<file path="src/rtl/thermo_encoder.sv">
// thermo_encoder: binary position code -> thermometer word.
// Two-stage valid/ready pipeline (code select, then thermometer expand)
// with a built-in sweep FSM that ramps codes 0..sweep_max for self-test
// and calibration of the TDC decoder chain.
module thermo_encoder #(
  parameter int WIDTH  = 40,
  parameter int CODE_W = 6,
  parameter int HOLD_W = 8
) (
  input  logic              clk,
  input  logic              rst,
  input  logic [CODE_W-1:0] in_code,
  input  logic              in_valid,
  output logic              in_ready,
  input  logic              sweep_start,
  input  logic [CODE_W-1:0] sweep_max,
  input  logic [HOLD_W-1:0] sweep_hold,
  output logic [WIDTH-1:0]  out_therm,
  output logic [CODE_W-1:0] out_code,
  output logic              out_sat,
  output logic              out_valid,
  input  logic              out_ready,
  output logic              sweep_busy,
  output logic              sweep_done
);

  typedef enum logic [1:0] {S_IDLE, S_RUN, S_HOLD, S_DRAIN} state_t;

  // Bit i is set when the code lies above position i; codes at or above
  // WIDTH naturally give all ones.
  function automatic logic [WIDTH-1:0] therm_of(input logic [CODE_W-1:0] n);
    logic [WIDTH-1:0] t;
    t = '0;
    for (int i = 0; i < WIDTH; i++) begin
      t[i] = (int'(n) > i);
    end
    return t;
  endfunction

  // Saturation flag only for codes strictly beyond the word width.
  function automatic logic sat_of(input logic [CODE_W-1:0] n);
    return (int'(n) > WIDTH);
  endfunction

  state_t              state_q, state_d;
  logic [CODE_W-1:0]   cnt_q, cnt_d;
  logic [CODE_W-1:0]   max_q, max_d;
  logic [HOLD_W-1:0]   hold_q, hold_d;
  logic [HOLD_W-1:0]   hcnt_q, hcnt_d;
  logic                done_q, done_d;

  logic                s1_vld_q, s1_vld_d;
  logic [CODE_W-1:0]   s1_code_q, s1_code_d;
  logic                s1_last_q, s1_last_d;

  logic                s2_vld_q, s2_vld_d;
  logic [WIDTH-1:0]    s2_therm_q, s2_therm_d;
  logic [CODE_W-1:0]   s2_code_q, s2_code_d;
  logic                s2_sat_q, s2_sat_d;
  logic                s2_last_q, s2_last_d;

  logic                s2_adv;
  logic                s1_ready;
  logic                sw_vld;
  logic                s1_load;
  logic [CODE_W-1:0]   sel_code;
  logic                sel_last;

  // A stage can take new data when it is empty or its content moves on.
  assign s2_adv   = !s2_vld_q || out_ready;
  assign s1_ready = !s1_vld_q || s2_adv;
  assign sw_vld   = (state_q == S_RUN);
  // External input is refused when a sweep is running or about to start.
  assign in_ready = (state_q == S_IDLE) && !sweep_start && s1_ready;
  assign s1_load  = sw_vld ? s1_ready : (in_valid && in_ready);
  assign sel_code = sw_vld ? cnt_q : in_code;
  assign sel_last = sw_vld && (cnt_q == max_q);

  assign out_therm  = s2_therm_q;
  assign out_code   = s2_code_q;
  assign out_sat    = s2_sat_q;
  assign out_valid  = s2_vld_q;
  assign sweep_busy = (state_q != S_IDLE);
  assign sweep_done = done_q;

  // Pipeline next-state: stage 1 selects the code, stage 2 expands it.
  always_comb begin
    s1_vld_d   = s1_vld_q;
    s1_code_d  = s1_code_q;
    s1_last_d  = s1_last_q;
    s2_vld_d   = s2_vld_q;
    s2_therm_d = s2_therm_q;
    s2_code_d  = s2_code_q;
    s2_sat_d   = s2_sat_q;
    s2_last_d  = s2_last_q;
    if (s1_load) begin
      s1_vld_d  = 1'b1;
      s1_code_d = sel_code;
      s1_last_d = sel_last;
    end else if (s2_adv) begin
      s1_vld_d  = 1'b0;
    end
    if (s2_adv) begin
      s2_vld_d = s1_vld_q;
      if (s1_vld_q) begin
        s2_therm_d = therm_of(s1_code_q);
        s2_code_d  = s1_code_q;
        s2_sat_d   = sat_of(s1_code_q);
        s2_last_d  = s1_last_q;
      end
    end
  end

  // Sweep FSM next-state: ramp, hold each code, then drain the last word.
  always_comb begin
    state_d = state_q;
    cnt_d   = cnt_q;
    max_d   = max_q;
    hold_d  = hold_q;
    hcnt_d  = hcnt_q;
    done_d  = 1'b0;
    case (state_q)
      S_IDLE: begin
        if (sweep_start) begin
          max_d   = sweep_max;
          hold_d  = sweep_hold;
          cnt_d   = '0;
          state_d = S_RUN;
        end
      end
      S_RUN: begin
        if (s1_ready) begin
          if (cnt_q == max_q) begin
            state_d = S_DRAIN;
          end else if (hold_q <= HOLD_W'(1)) begin
            cnt_d = cnt_q + CODE_W'(1);
          end else begin
            hcnt_d  = hold_q - HOLD_W'(1);
            state_d = S_HOLD;
          end
        end
      end
      S_HOLD: begin
        if (hcnt_q <= HOLD_W'(1)) begin
          hcnt_d  = '0;
          cnt_d   = cnt_q + CODE_W'(1);
          state_d = S_RUN;
        end else begin
          hcnt_d = hcnt_q - HOLD_W'(1);
        end
      end
      S_DRAIN: begin
        if (s2_vld_q && out_ready && s2_last_q) begin
          done_d  = 1'b1;
          state_d = S_IDLE;
        end
      end
      default: state_d = S_IDLE;
    endcase
  end

  // State and pipeline registers; reset discards everything in flight.
  always_ff @(posedge clk) begin
    if (rst) begin
      state_q    <= S_IDLE;
      cnt_q      <= '0;
      max_q      <= '0;
      hold_q     <= '0;
      hcnt_q     <= '0;
      done_q     <= 1'b0;
      s1_vld_q   <= 1'b0;
      s1_code_q  <= '0;
      s1_last_q  <= 1'b0;
      s2_vld_q   <= 1'b0;
      s2_therm_q <= '0;
      s2_code_q  <= '0;
      s2_sat_q   <= 1'b0;
      s2_last_q  <= 1'b0;
    end else begin
      state_q    <= state_d;
      cnt_q      <= cnt_d;
      max_q      <= max_d;
      hold_q     <= hold_d;
      hcnt_q     <= hcnt_d;
      done_q     <= done_d;
      s1_vld_q   <= s1_vld_d;
      s1_code_q  <= s1_code_d;
      s1_last_q  <= s1_last_d;
      s2_vld_q   <= s2_vld_d;
      s2_therm_q <= s2_therm_d;
      s2_code_q  <= s2_code_d;
      s2_sat_q   <= s2_sat_d;
      s2_last_q  <= s2_last_d;
    end
  end

endmodule

</file>
<file path="config.mk">
export PLATFORM = sky130hd
export DESIGN_NAME = thermo_encoder
export DESIGN_NICKNAME = d
export VERILOG_FILES = /design/src/rtl/thermo_encoder.sv
export SDC_FILE = /design/constraint.sdc
export NUM_CORES = 1
export LEC_CHECK = 0
export ABC_AREA = 1
export ABC_CLOCK_PERIOD_IN_PS = 2029
export CORE_MARGIN = 3
export CORE_UTILIZATION = 50
export DETAILED_ROUTE_END_ITERATION = 12
export PLACE_DENSITY = 0.76
export SYNTH_ARGS = -nofsm -noshare
export SYNTH_HDL_FRONTEND = slang
export SYNTH_SLANG_ARGS = --single-unit
</file>
<file path="constraint.sdc">
create_clock -name clk -period 2.03 [get_ports clk]
set_clock_uncertainty 0.15 [all_clocks]
set_input_delay 0.406 -clock clk [delete_from_list [all_inputs] [get_ports clk]]
set_output_delay 0.406 -clock clk [all_outputs]
set_load 0.01 [all_outputs]
</file>
# Word-level counts from Yosys, hierarchy flattened
# Index checks and enable logic that the tools add are counted.
classes:
  n_addsub: 3
  multipliers: 0
  n_div: 0
  magnitude_cmp: 43
  n_eq_ne: 12
  shift: 0
  n_mux: 23
  bitwise: 1
  reduce_logical: 22
ops:
  columns: ["cell", "count"]
  rows:
  - ["> comparator 6 x 5 -> 1 bit (second input constant)", 16]
  - ["> comparator 6 bit (second input constant)", 9]
  - ["> comparator 6 x 4 -> 1 bit (second input constant)", 8]
  - ["2-to-1 mux 6 bit", 6]
  - ["2-to-1 mux 8 bit", 4]
  - ["> comparator 6 x 3 -> 1 bit (second input constant)", 4]
  - ["case mux 6 bit (3 select lines)", 1]
  - ["<= comparator 8 x 1 -> 1 bit (second input constant)", 2]
  - ["case mux 8 bit (2 select lines)", 1]
  - ["subtractor 8 x 1 -> 8 bit (second input constant)", 2]
  - ["> comparator 6 x 1 -> 1 bit (second input constant)", 2]
  - ["> comparator 6 x 2 -> 1 bit (second input constant)", 2]
  - ["2-to-1 mux 2 bit", 6]
  - ["inequality test 2 bit (second input constant)", 6]
  - ["case mux 2 bit (4 select lines)", 1]
  - ["adder 6 x 1 -> 6 bit (second input constant)", 1]
  - ["== test 6 bit", 1]
  - ["logical AND 1 bit", 6]
  - ["AND reduction 6 bit", 1]
  - ["nonzero test 2 bit", 3]
  - ["AND reduction 5 bit", 1]
  - ["== test 2 bit (second input constant)", 2]
  - ["2-to-1 mux 1 bit", 4]
  - ["AND reduction 2 bit", 2]
  - ["other kinds (10)", 13]
word_totals:
  ff_bits: 88
  latch_bits: 0
  ram_bits: 0
  mem_bits_ro: 0
  inputBits: 25
  output_inout_bits: 51
  word_cells: 118
  memories: 0

# Depth between registers and ports, before layout
depth:
  depth_word: 7
  mapped_depth: 12
  ltp_nobuf: 12

# Worst setup path before layout
# Ideal clock, no wire load.
synth_path:
  kind: "register to register"
  start: "register state_q[1]"
  end: "register state_q[0]"
  setup_time_ps: 116
  arrival_ps: 1498
  required_ps: 1764
  slack_ps: 266
  stages_incl_launch_ff: 11
  n_path_buf: 0
  synth_period_minus_slack_ps: 1764
  cell_sequence: "dfxtp_1 inv_1 ha_1 inv_1 nor2_1 inv_1 nand2_1 nor2_1 nand2_1 o21ai_0 nor2_1"
synth_between:
  elab_chain_len: 3
  word_cells_on_any_way: 11
  cone_classes: "eq/ne: 8; mux: 1; reduce/logical: 2"
synth_rtl:
  columns: ["item", "line", "source"]
  rows:
  - ["from (decl)", "45", "state_t state_q, state_d;"]
  - ["from (signal assigned)", "180", "state_q <= state_d;"]
  - ["== test 2 x 1 -> 1 bit, or another cell as far along", "122", "case (state_q)"]
  - ["inequality test 3 bit (no source line) or inequality test 2 bit (tied branches)", null, null]
  - ["AND reduction 5 bit (no source line)", null, null]
# Several ways; a longest one is shown, not always the timed one.
# A chain may end at the register's enable or synchronous reset.

# Final worst setup path
layout_path:
  start: "register hcnt_q[0]"
  end: "register cnt_q[0]"
layout_between:
  elab_chain_len: 3
layout_rtl:
  columns: ["item", "line", "source"]
  rows:
  - ["from (decl)", "49", "logic [HOLD_W-1:0] hcnt_q, hcnt_d;"]
  - ["from (signal assigned)", "184", "hcnt_q <= hcnt_d;"]
  - ["<= comparator 8 x 1 -> 1 bit", "144", "if (hcnt_q <= HOLD_W'(1)) begin"]
  - ["inequality test 2 bit (no source line)", null, null]
  - ["AND reduction 6 bit (no source line)", null, null]
  - ["to (signal assigned)", "181", "cnt_q <= cnt_d;"]
  - ["to (decl)", "46", "logic [CODE_W-1:0] cnt_q, cnt_d;"]
# Every way passes these cells.

==> impl_metrics.json <==
{
  "outcome": "complete, no violations",
  "clockBufferDepth": 2,
  "worstSetupStartpoint": "hcnt_q[0]$_SDFFE_PP0P_",
  "routed_via_density": 5.31,
  "multiInputGateArea_um2": 2140,
  "finish.instance_area_um2": 5570,
  "cp_slowest_cell": "dfxtp_1",
  "maxSlewHeadroom_pct": 72.2,
  "path_delay_family": "simple AND/OR/NAND/NOR gates",
  "timing.final.crit_share_pct": 95.2,
  "final_cell_mix": "nand2_1 (146), dfxtp_1 (88), clkdlybuf4s50_1 (73)",
  "grtUsageTotal_pct": 23.7,
  "htree_levels": 3,
  "arrival_ps": 2040,
  "nets": 731,
  "gp_congestion": 0.920,
  "setup_viol": 0,
  "synth-edff-count": 0,
  "cts-root-buf": "clkbuf_8",
  "ys_warn_count": 0,
  "grt_max_degree": 42,
  "synthMuxAreaShare_pct": 0,
  "synth_seq_cells": 88,
  "io_pins": 76,
  "dieArea_um2": 9630,
  "drt-total-wl_mm": 11.3,
  "drc": 0,
  "hold_viol": 0,
  "dp.cells": 787,
  "overflow": 0,
  "hold_slack_ps": 318,
  "min_period_ps": 1930,
  "power.total_uw": 8670,
  "syn_to_final_growth_pct": 31.3,
  "cts_tree": "built",
  "max_stage_delay_ps": 340,
  "dp_hpwl_mm": 8.08,
  "end_kind": "flip-flop",
  "regArea_um2": 1760,
  "slew_violations": 0,
  "wl_per_cell_um": 14.1,
  "syn_area_um2": 4240,
  "dpl_cell_area_um2": 5240,
  "synthArstFlopShare_pct": 0,
  "critical_path_class": "reg -> reg",
  "core_um2": 7970,
  "final_cells": 804,
  "peakVddDrop_mv": 0.785,
  "ant_nets": 0,
  "synth_fa_ha_area_share_pct": 2.65,
  "rows": 32,
  "regToRegStartpoint": "hcnt_q[0]$_SDFFE_PP0P_",
  "cp.buffers_inverters": 1,
  "antenna_found_initial": 0,
  "leakage_uw": 0.00243,
  "clkSinkCount": 88,
  "netlist_instances": 612,
  "final_common_cell": "nand2_1",
  "initialDrtViolationCount": 203,
  "antenna_cells": 0,
  "syn_area_per_cell_um2": 6.93,
  "die_y_um": 98.1,
  "start_kind": "flip-flop",
  "num-fill-cells": 669,
  "clock_latency_ps": 360,
  "power_density_nw_per_um2": 1560,
  "layout-drive-gt1-share_pct": 10.8,
  "cp_max_fo": 9,
  "worst_pin_slew_ps": 414,
  "synth_nets": 646,
  "worst_ep_required_time_ps": 2140,
  "synthXorXnorAreaFrac_pct": 2.06,
  "grt_pass1_vias": 4146,
  "clock.fmax_mhz": 517,
  "vias": 4266,
  "synth_compound_area_share_pct": 18.0,
  "synth_top_family_by_area": "simple AND/OR/NAND/NOR gates",
  "yosysSeqAreaShare_pct": 41.5,
  "min_from": "out_therm[4]$_SDFFE_PP0P_",
  "die_width_um": 98.1,
  "max_cap_viol_count": 0,
  "hold_path_class": "reg -> reg",
  "crit_top_cell": "nor2_1",
  "cts_buffers": 9,
  "first_pass_iters": 5,
  "grt_pass1_wl_mm": 19.0,
  "initial_utilization_pct": 53.3,
  "clk_pin_slew_worst_paths_ps": 90,
  "synth_flop_cell": "dfxtp_1",
  "synth-simple-area-share_pct": 26.6,
  "path_cells": "inv_1 -> ha_1 -> nor2_1 -> nor2_1 -> nand2_1 -> nand2_4 -> nand2_1 -> nor2_4 -> nand3_2 -> a21oi_1 -> nor2_1",
  "synth_cell_types": 39,
  "port_buffers": 75
}
[kinds of logic after synthesis]
group | Yosys count
AO/OA/AOI/OAI | 141
adder cells (fa/ha/maj) | 9
XOR/XNOR | 10
AND/OR/NAND/NOR | 267
flip-flops | 88
buffers and inverters | 97
[routing by layer]
metal	global-route usage [%]	wire, µm	share of wire (%)	vias to the layer above
met4	7.77	164	1.4	0
met3	4.07	794	7.0	19
li1	-	-	-	2144
met5	0	0	0	-
met2	38.2	5110	45	153
met1	32.3	5250	46	1950
[Yosys cell counts (7+ instances only)]
cell type / n / area share [%]
nand2_1: 146 / 13
dfxtp_1: 88 / 42
nor2_1: 74 / 6.5
a21oi_1: 61 / 7.2
inv_1: 58 / 5.1
o21ai_0: 53 / 6.3
nand3_1: 20 / 2.4
clkbuf_1: 17 / 1.5
buf_2: 11 / 1.3
ha_1: 9 / 2.7
inv_2: 9 / 0.80
xor2_1: 8 / 1.7
nand4_1: 7 / 1.0
[worst register-to-register path: cells and delay by family, from the launching register on]
kind / cells / cell delay [ps]
simple gates: 8 / 900
flops: 1 / 340
fa+ha+maj: 1 / 220
compound gates: 1 / 140
buf+inv: 1 / 100
[flip-flops by register name, summed over array words and instances (netlist names), 2 cells and up]
register	flops
max_q	6
hold_q	8
hcnt_q	8
s1_code_q	6
cnt_q	6
out_code	6
out_therm	40
state_q	2
[report_power, final]
group	internal, µW	switching (µW)
Clock	1070	649
Combinational	1750	2570
Sequential	2220	408
Total	5050	3620
[path summary, 6_finish.rpt]
kind / cells past startpoint / slack, ps / end
max: 11 / 100 / cnt_q[0]$_SDFFE_PP0P_
min: 2 / 320 / out_therm[4]$_SDFFE_PP0P_
max reg2reg: 11 / 100 / cnt_q[0]$_SDFFE_PP0P_
min reg2reg: 2 / 320 / out_therm[4]$_SDFFE_PP0P_
[per-stage QoR]
stage	setup WS [ps]	util (%)	setup TNS, ps
finish	97.5	69.9	0
global route	-12.1	69.9	-12.1
CTS	-83.4	69.5	-83.4
detailed placement	-243	65.8	-1430
global placement	-269	65.8	-1350
floorplan	266	-	0
[area by class of cell]
type,count,share of cell area (%)
clock buffers,9,2.22
clock inverters,7,2.99
inverters,67,4.51
multi-input cells,428,38.3
flip-flops and latches,88,31.6
well taps,102,2.29
repair buffers,103,18.0
[what timing repair did]
action / in CTS / in global routing
buffers inserted: 0 / 0
hold buffers: 0 / 0
cloned: 0 / 1
setup endpoints to repair: 2 / 6
gates resized for setup: 4 / 11
pin swaps: 0 / 1
No activity file was read; power rests on OpenSTA's default activity.
